`config.mk`:
```
export PLATFORM = sky130hd
export DESIGN_NAME = demux_striping
export DESIGN_NICKNAME = d
export VERILOG_FILES = /design/src/rtl/demux_striping_pkg.sv /design/src/rtl/stripe_fifo.sv /design/src/rtl/demux_striping.sv
export SDC_FILE = /design/constraint.sdc
export NUM_CORES = 1
export LEC_CHECK = 0
export BUFFER_PORTS_ARGS = -buffer_cell sky130_fd_sc_hd__buf_2
export CAP_MARGIN = 20
export CELL_PAD_IN_SITES_DETAIL_PLACEMENT = 1
export CELL_PAD_IN_SITES_GLOBAL_PLACEMENT = 1
export CORE_MARGIN = 2
export CORE_UTILIZATION = 27
export CTS_CLUSTER_SIZE = 10
export DETAILED_ROUTE_END_ITERATION = 8
export HOLD_SLACK_MARGIN = 0.05
export PLACE_DENSITY_LB_ADDON = 0.25
export SETUP_SLACK_MARGIN = 0.1
export SYNTH_ARGS = -nofsm -noshare
export SYNTH_HDL_FRONTEND = slang
export SYNTH_SLANG_ARGS = --single-unit
export TNS_END_PERCENT = 10
```
`constraint.sdc`:
```
create_clock -name clk_2f -period 2.6 [get_ports clk_2f]
set_input_delay 0.26 -clock clk_2f [delete_from_list [all_inputs] [get_ports clk_2f]]
set_output_delay 0.26 -clock clk_2f [all_outputs]
set_load 0.005 [all_outputs]
```
`src/rtl/demux_striping_pkg.sv`:
```
//==============================================================================
// demux_striping_pkg : widths, lane count, default depth and lane-selector state
// Rev 1.0
//==============================================================================
`default_nettype none

package demux_striping_pkg;

  localparam int DATA_W    = 32;
  localparam int LANE_CNT  = 2;
  localparam int DEPTH_DEF = 4;

  typedef enum logic [0:0] {
    LANE0 = 1'b0,
    LANE1 = 1'b1
  } lane_e;

endpackage

`default_nettype wire

```
`src/rtl/stripe_fifo.sv`:
```
//==============================================================================
// stripe_fifo : per-lane FIFO; head shows the oldest entry, or zero when empty
// Rev 1.0
//==============================================================================
`default_nettype none

module stripe_fifo
  import demux_striping_pkg::*;
#(
  parameter int DEPTH  = DEPTH_DEF,
  parameter int WIDTH  = DATA_W
) (
  input  logic             clk_2f,
  input  logic             reset,
  input  logic             push,
  input  logic [WIDTH-1:0] push_data,
  input  logic             pop,
  output logic             full,
  output logic             empty,
  output logic [WIDTH-1:0] head
);

  localparam int PTR_W = $clog2(DEPTH);
  localparam int CNT_W = $clog2(DEPTH) + 1;
  localparam logic [CNT_W-1:0] FULL_CNT = CNT_W'(DEPTH);

  logic [WIDTH-1:0] mem [DEPTH];
  logic [PTR_W-1:0] wr_ptr;
  logic [PTR_W-1:0] rd_ptr;
  logic [CNT_W-1:0] count;
  logic             do_push;
  logic             do_pop;

  assign full  = (count == FULL_CNT);
  assign empty = (count == '0);
  // A full FIFO refuses pushes even if it pops in the same cycle.
  assign do_push = push & ~full;
  assign do_pop  = pop & ~empty;
  assign head    = empty ? '0 : mem[rd_ptr];

  always_ff @(posedge clk_2f) begin
    if (reset) begin
      wr_ptr <= '0;
      rd_ptr <= '0;
      count  <= '0;
    end else begin
      if (do_push) begin
        mem[wr_ptr] <= push_data;
        wr_ptr      <= wr_ptr + 1'b1;
      end
      if (do_pop) begin
        rd_ptr <= rd_ptr + 1'b1;
      end
      case ({do_push, do_pop})
        2'b10:   count <= count + 1'b1;
        2'b01:   count <= count - 1'b1;
        default: count <= count;
      endcase
    end
  end

endmodule

`default_nettype wire

```
`src/rtl/demux_striping.sv`:
```
//==============================================================================
// demux_striping : alternates accepted words between two lane FIFOs.
// Optional DEMUX_STRIPING_OVF_EN adds a sticky ovf_err flag for dropped words.
// Rev 1.0
//==============================================================================
`default_nettype none

module demux_striping
  import demux_striping_pkg::*;
#(
  parameter int DEPTH = DEPTH_DEF
) (
  input  logic              clk_2f,
  input  logic              reset,
  input  logic [DATA_W-1:0] data_in,
  input  logic              valid_in,
  output logic              in_ready,
  output logic [DATA_W-1:0] data_lane_0,
  output logic [DATA_W-1:0] data_lane_1,
  output logic              valid_lane_0,
  output logic              valid_lane_1,
  input  logic              ready_lane_0,
`ifdef DEMUX_STRIPING_OVF_EN
  input  logic              ready_lane_1,
  output logic              ovf_err
`else
  input  logic              ready_lane_1
`endif
);

  lane_e               state_q;
  lane_e               state_d;
  logic [LANE_CNT-1:0] push;
  logic [LANE_CNT-1:0] pop;
  logic [LANE_CNT-1:0] full;
  logic [LANE_CNT-1:0] empty;
  logic [LANE_CNT-1:0] ready_vec;
  logic [DATA_W-1:0]   head [LANE_CNT];

  always_ff @(posedge clk_2f) begin
    if (reset) begin
      state_q <= LANE0;
    end else begin
      state_q <= state_d;
    end
  end

  // in_ready depends only on registered state so it never loops back through valid_in.
  always_comb begin
    state_d  = state_q;
    push     = '0;
    in_ready = 1'b0;
    case (state_q)
      LANE0: begin
        in_ready = ~full[0];
        if (valid_in && in_ready) begin
          push[0] = 1'b1;
          state_d = LANE1;
        end
      end
      LANE1: begin
        in_ready = ~full[1];
        if (valid_in && in_ready) begin
          push[1] = 1'b1;
          state_d = LANE0;
        end
      end
      default: state_d = LANE0;
    endcase
  end

  assign ready_vec = {ready_lane_1, ready_lane_0};
  assign pop       = ready_vec & ~empty;

  generate
    for (genvar g = 0; g < LANE_CNT; g++) begin : g_lane
      stripe_fifo #(
        .DEPTH (DEPTH),
        .WIDTH (DATA_W)
      ) u_fifo (
        .clk_2f    (clk_2f),
        .reset     (reset),
        .push      (push[g]),
        .push_data (data_in),
        .pop       (pop[g]),
        .full      (full[g]),
        .empty     (empty[g]),
        .head      (head[g])
      );
    end
  endgenerate

  assign data_lane_0  = head[0];
  assign data_lane_1  = head[1];
  assign valid_lane_0 = ~empty[0];
  assign valid_lane_1 = ~empty[1];

`ifdef DEMUX_STRIPING_OVF_EN
  logic ovf_q;

  always_ff @(posedge clk_2f) begin
    if (reset) begin
      ovf_q <= 1'b0;
    end else if (valid_in && !in_ready) begin
      ovf_q <= 1'b1;
    end
  end

  assign ovf_err = ovf_q;
`endif

endmodule

`default_nettype wire

```
* After elaboration in Yosys (flattened, before gate mapping)
Memory sizes are Yosys's and may differ from the RTL's. A register that Yosys moved wholly into a read port is not among the register bits.
Index checks and enable logic that the tools add are counted.
** Word-level totals
- RAM bits :: 256
- Word-level logic and storage cells :: 61
- Memories kept :: 2
- Output and inout port bits :: 67
- Register bits after elaboration :: 15
- Input bits :: 37
** Operators by class
- Equal/unequal tests :: 6
- Muxes and demuxes :: 21
- Reduce and logical (&&, ||, !) cells :: 6
- Add/sub/neg operators :: 8
- Bitwise operators :: 11
** Memory list
- g_lane[0].u_fifo.mem :: depth 4, width 32, read ports 1, clocked after memory_dff 1, wr ports 1, line stripe_fifo.sv:27 : logic [WIDTH-1:0] mem [DEPTH];
- g_lane[1].u_fifo.mem :: depth 4, width 32, read ports 1, clocked after memory_dff 1, wr ports 1, line stripe_fifo.sv:27
** Operator list (number)
- $mux 32 :: 2
- $pmux 3 s2 :: 2
- $mux 1 :: 11
- $add 2x1->2 const B :: 4
- $mux 2 :: 4
- $add 3x1->3 const B :: 2
- $eq 3x3->1 const B :: 2
- $logic_not 3->1 :: 2
- $sub 3x1->3 const B :: 2
- $not 1->1 :: 5
- $and 1x1->1 :: 4
- $eq 2x1->1 const B :: 2
- $eq 2x2->1 const B :: 2
- $pmux 1 s2 :: 2
- $reduce_bool 2->1 :: 2
- $and 2x2->2 :: 1
- $logic_and 1x1->1 :: 2
- $not 2->2 :: 1

* Longest topological paths before layout
- Word-level depth :: 9
- Mapped depth :: 9
- Depth with buffers taken out :: 9

* Cells and area by module
From an unflattened synthesis, not the netlist that was laid out.
** Second synthesis, totals
- Cells, all modules :: 524
- Area, all modules :: 10966.8 um^2
** By module, submodules not included
- stripe_fifo :: area each 5436.5 um^2, cells an instance 256, instances 2, sequential area each 4023.9 um^2
- demux_striping :: area each 93.8 um^2, cells an instance 12, instances 1, sequential area each 20.0 um^2

* Least setup slack after synthesis
OpenSTA, ideal clock, no wires.
- Path type :: register to register
- Start point :: reg g_lane[0].u_fifo.count[2]
- End point :: reg g_lane[0].u_fifo.count[2]
- Data required time :: 2529 ps
- Stages on the path, launching flop included :: 10
- Arrival :: 2025 ps
- Setup time :: 71 ps
- Path slack :: 505 ps
- Path buffers :: 0
- Period minus slack after synthesis :: 2095 ps
- Path through :: dfxtp_1 nor3b_2 nor3b_2 inv_1 ha_1 inv_1 fa_1 xor2_1 or3_1 a21oi_1
** Between the ends
- Longest elaborated chain between the ends :: 8
- Elaborated cells on any way between the ends :: 17
- Classes of those cells :: 2 x add/sub; 3 x eq/ne; 3 x mux; 6 x bitwise; 3 x reduce/logical
** RTL lines
- start: declaration :: line stripe_fifo.sv:30 : logic [CNT_W-1:0] count;
- start signal: assignment :: line stripe_fifo.sv:55 : 2'b10: count <= count + 1'b1;
- start signal: assignment :: line stripe_fifo.sv:56 : 2'b01: count <= count - 1'b1;
- start signal: assignment :: line stripe_fifo.sv:57 : default: count <= count;
- $eq 3x3->1 :: line stripe_fifo.sv:34 : assign full = (count == FULL_CNT);
- $not 1->1 :: line stripe_fifo.sv:37, demux_striping.sv:55
- $logic_and 1x1->1 :: line demux_striping.sv:56 : if (valid_in && in_ready) begin
- $mux 1 :: line demux_striping.sv:56
- $mux 1 :: line demux_striping.sv:53 : case (state_q)
- $and 1x1->1 :: line stripe_fifo.sv:37 : assign do_push = push & ~full;
- $eq 2x1->1 / $eq 2x2->1 (equally long branches) :: line stripe_fifo.sv:54 : case ({do_push, do_pop})
- $pmux 3 s2 / $reduce_bool 2->1 (equally long branches)
Several ways; a longest one is shown, not always the timed one.
A chain may end at the register's enable or synchronous reset.

==> out/qor.csv <==
metric;value;unit
outcome;completed;
vias in the first global route;6127;
total power;12.50;mW
most common cell in the netlist;edfxtp_1;
Placeable Area;39640;um2
# fillers;4022;
Worst Path Required;2.34;ns
post-synth top area share;70.96;%
Clk pin slew, worst setup/hold paths;0.05;ns
fin area;13360;um2
final wirelength;24480;um
critical path type;reg2out;
critical path, cell by cell;buf_4 -> mux4_2 -> nor2b_1 -> buf_2;
Reg area;8078;um2
largest net degree at the start of global routing;36;
# setup viols final;0;
routed length per placed instance;20.02;um
placed inst area;12090;um2
io pins;104;
crit start category;flip-flop;
Die Area;41740;um2
die width;204.3;um
post-synth cell types;32;
synth top area cells;edfxtp_1 (71%), mux4_2 (13%), dfxtp_1 (3.5%);
Setup TNS Final;0;ns
Num CTS Buffers;34;
maxcap violations;0;
CTS tree;built;
nets;736;
flop-to-flop setup slack;0.21;ns
Antenna Nets Post-Route;0;
Initial Util;27.33;%
fin crit period;2.406;ns
multi-input logic area;2512;um2
initial DRC count;249;
Seq cells post-synth;275;
DIE HEIGHT;204.3;um
RSZ-0062 raised after global routing;true;
clk_skew;0.01408;ns
Post-synth EDFFs;256;
synth warn;0;
DR pass1 iterations;4;
via count;5348;
Hold WS;0.06428;ns
DRC;0;
worst path arrival time;2.15;ns
Worst VDD drop;447.6;uV
initial antenna violation count;0;
Antenna diodes;0;
routed vias/inst;4.373;
GP Congestion;0.6912;
Leak Pwr;4.480;nW
f_max;415.7;MHz
Final HPWL DP;15080;um
Mean Syn Cell Area;20.87;um2
Least-Margin Pin Slew;0.6104;ns
endpoints failing hold;0;
Critical Path Sink Type;output port;
GRT Resource Usage Total;12.07;%
area grow syn2layout;23.37;%
Synth Net Count;568;
cells after synthesis;519;
final setup margin;0.1943;ns
pre-CTS WS;0.2143;ns
CP max stage delay;0.71;ns
Post-synth top cells;edfxtp_1 (256), mux4_2 (64), nor2b_1 (58), dfxtp_1 (19), inv_1 (15);
FP Rows;73;
CTS Buffer Depth;3;
Overflow after GRT;0;
clock net sink count;275;
Top FF cell, synth;edfxtp_1;
final slew viol count;0;
Cell Pwr Density;935.3;nW/um2
asr flop ratio synth;0;%
Cell Area, Synth;10830;um2
HP Class;in2reg;
sequential fraction of the synthesis area;74.47;%
H-Tree Depth;2;
area leader, netlist;edfxtp_1;
clk_lat worst skew;0.49;ns
CP max-delay cell;dfxtp_2;
IO Port Bufs;103;
CP Max Fanout;19;
layout cells sized above 1;37.25;%
root buf cell;clkbuf_16;
relative slew slack;59.30;%
global-route wire length before repair;37550;um
final period utilization;92.53;%
[state kept, by name, indices dropped and copies added, names as in the netlist, named ones only]
signal / flops
g_lane.u_fifo.count: 6
state_q: 1
g_lane.u_fifo.rd_ptr: 4
g_lane.u_fifo.mem: 256
g_lane.u_fifo.wr_ptr: 4
[timing repair]
item,CTS,global route
endpoints found under the hold margin,171,0
hold buffers,22,0
setup endpoints to repair,30,29
pin swaps,0,0
resized for setup,0,0
setup buffers,2,8
[cells in the final DEF (no fill, tap or decap), types with 3 or more instances in the layout]
cell and n:
buf_4 17, inv_1 15, nor2_1 13, clkbuf_16 35, dlygate4sd3_1 22, ha_1 10, clkbuf_1 7, dfxtp_1 15
buf_12 12, and2_2 8, buf_2 103, or3_1 5, o21ai_0 5, o31ai_1 3, a21oi_1 7, xor2_1 6
mux4_2 64, edfxtp_1 256, nor2b_1 58, nand2b_1 3, nor2b_4 7, nand2_1 3, nor3b_2 3
[metal layers]
metal / global-route usage, % / wire length, um
met5: 0 / 0
met1: 15.31 / 10360
met3: 2.519 / 1032
met4: 2.924 / 387
met2: 21.07 / 12700
[critical path: cells and delay by family, from the launching register on]
family | cells | cell delay (ns)
AND/OR/NAND/NOR | 1 | 0.16
flip-flops | 1 | 0.71
buffers and inverters | 2 | 0.48
multiplexers | 1 | 0.31
[cells by family (layout without fill, tap and decap cells)]
family,Yosys count,in the layout,synth area share (%)
adder cells (fa/ha/maj),12,12,1.525
buffers and inverters,38,217,2.483
flip-flops,275,275,74.47
AND/OR/NAND/NOR,105,105,6.607
multiplexers,67,67,13.59
AO/OA/AOI/OAI,16,16,0.8315
XOR/XNOR,6,6,0.4851
[where the power goes]
| group | switching [mW] | internal (mW) |
|---|---|---|
| clock | 1.62 | 2.51 |
| combinational | 1.59 | 1.52 |
| sequential | 0.194 | 5.06 |
[final timing paths]
| check | startpoint | end | cells past startpoint |
|---|---|---|---|
| worst max-delay path | flip-flop | data_lane_0[22] | 4 |
| worst min-delay path | data_in[5] | g_lane[0].u_fifo.mem[0][5]$_DFFE_PP_ | 1 |
| worst max register to register | g_lane[1].u_fifo.count[2]$_SDFFE_PP0P_ | g_lane[1].u_fifo.count[2]$_SDFFE_PP0P_ | 9 |
| worst min register to register | g_lane[1].u_fifo.rd_ptr[1]$_SDFFE_PP0N_ | flip-flop | 2 |
[stage by stage]
| stage | cells | util (%) |
|---|---|---|
| after CTS | 1215 | 33.53 |
| final | 1223 | 33.71 |
| after global routing | 1223 | 33.71 |
| after global placement | 1144 | 30.50 |
| after detailed placement | 1144 | 30.50 |
| after floorplan | 519 | - |
[area by class of cell]
class / instances / area share, %
flip-flops and latches: 275 / 60.44
clock inverters: 5 / 0.3839
inverters: 16 / 0.4494
clock buffers: 42 / 6.750
repair buffers: 154 / 8.258
multi-input cells: 206 / 18.80
well taps: 525 / 4.915
No activity file was read; power rests on OpenSTA's default activity.
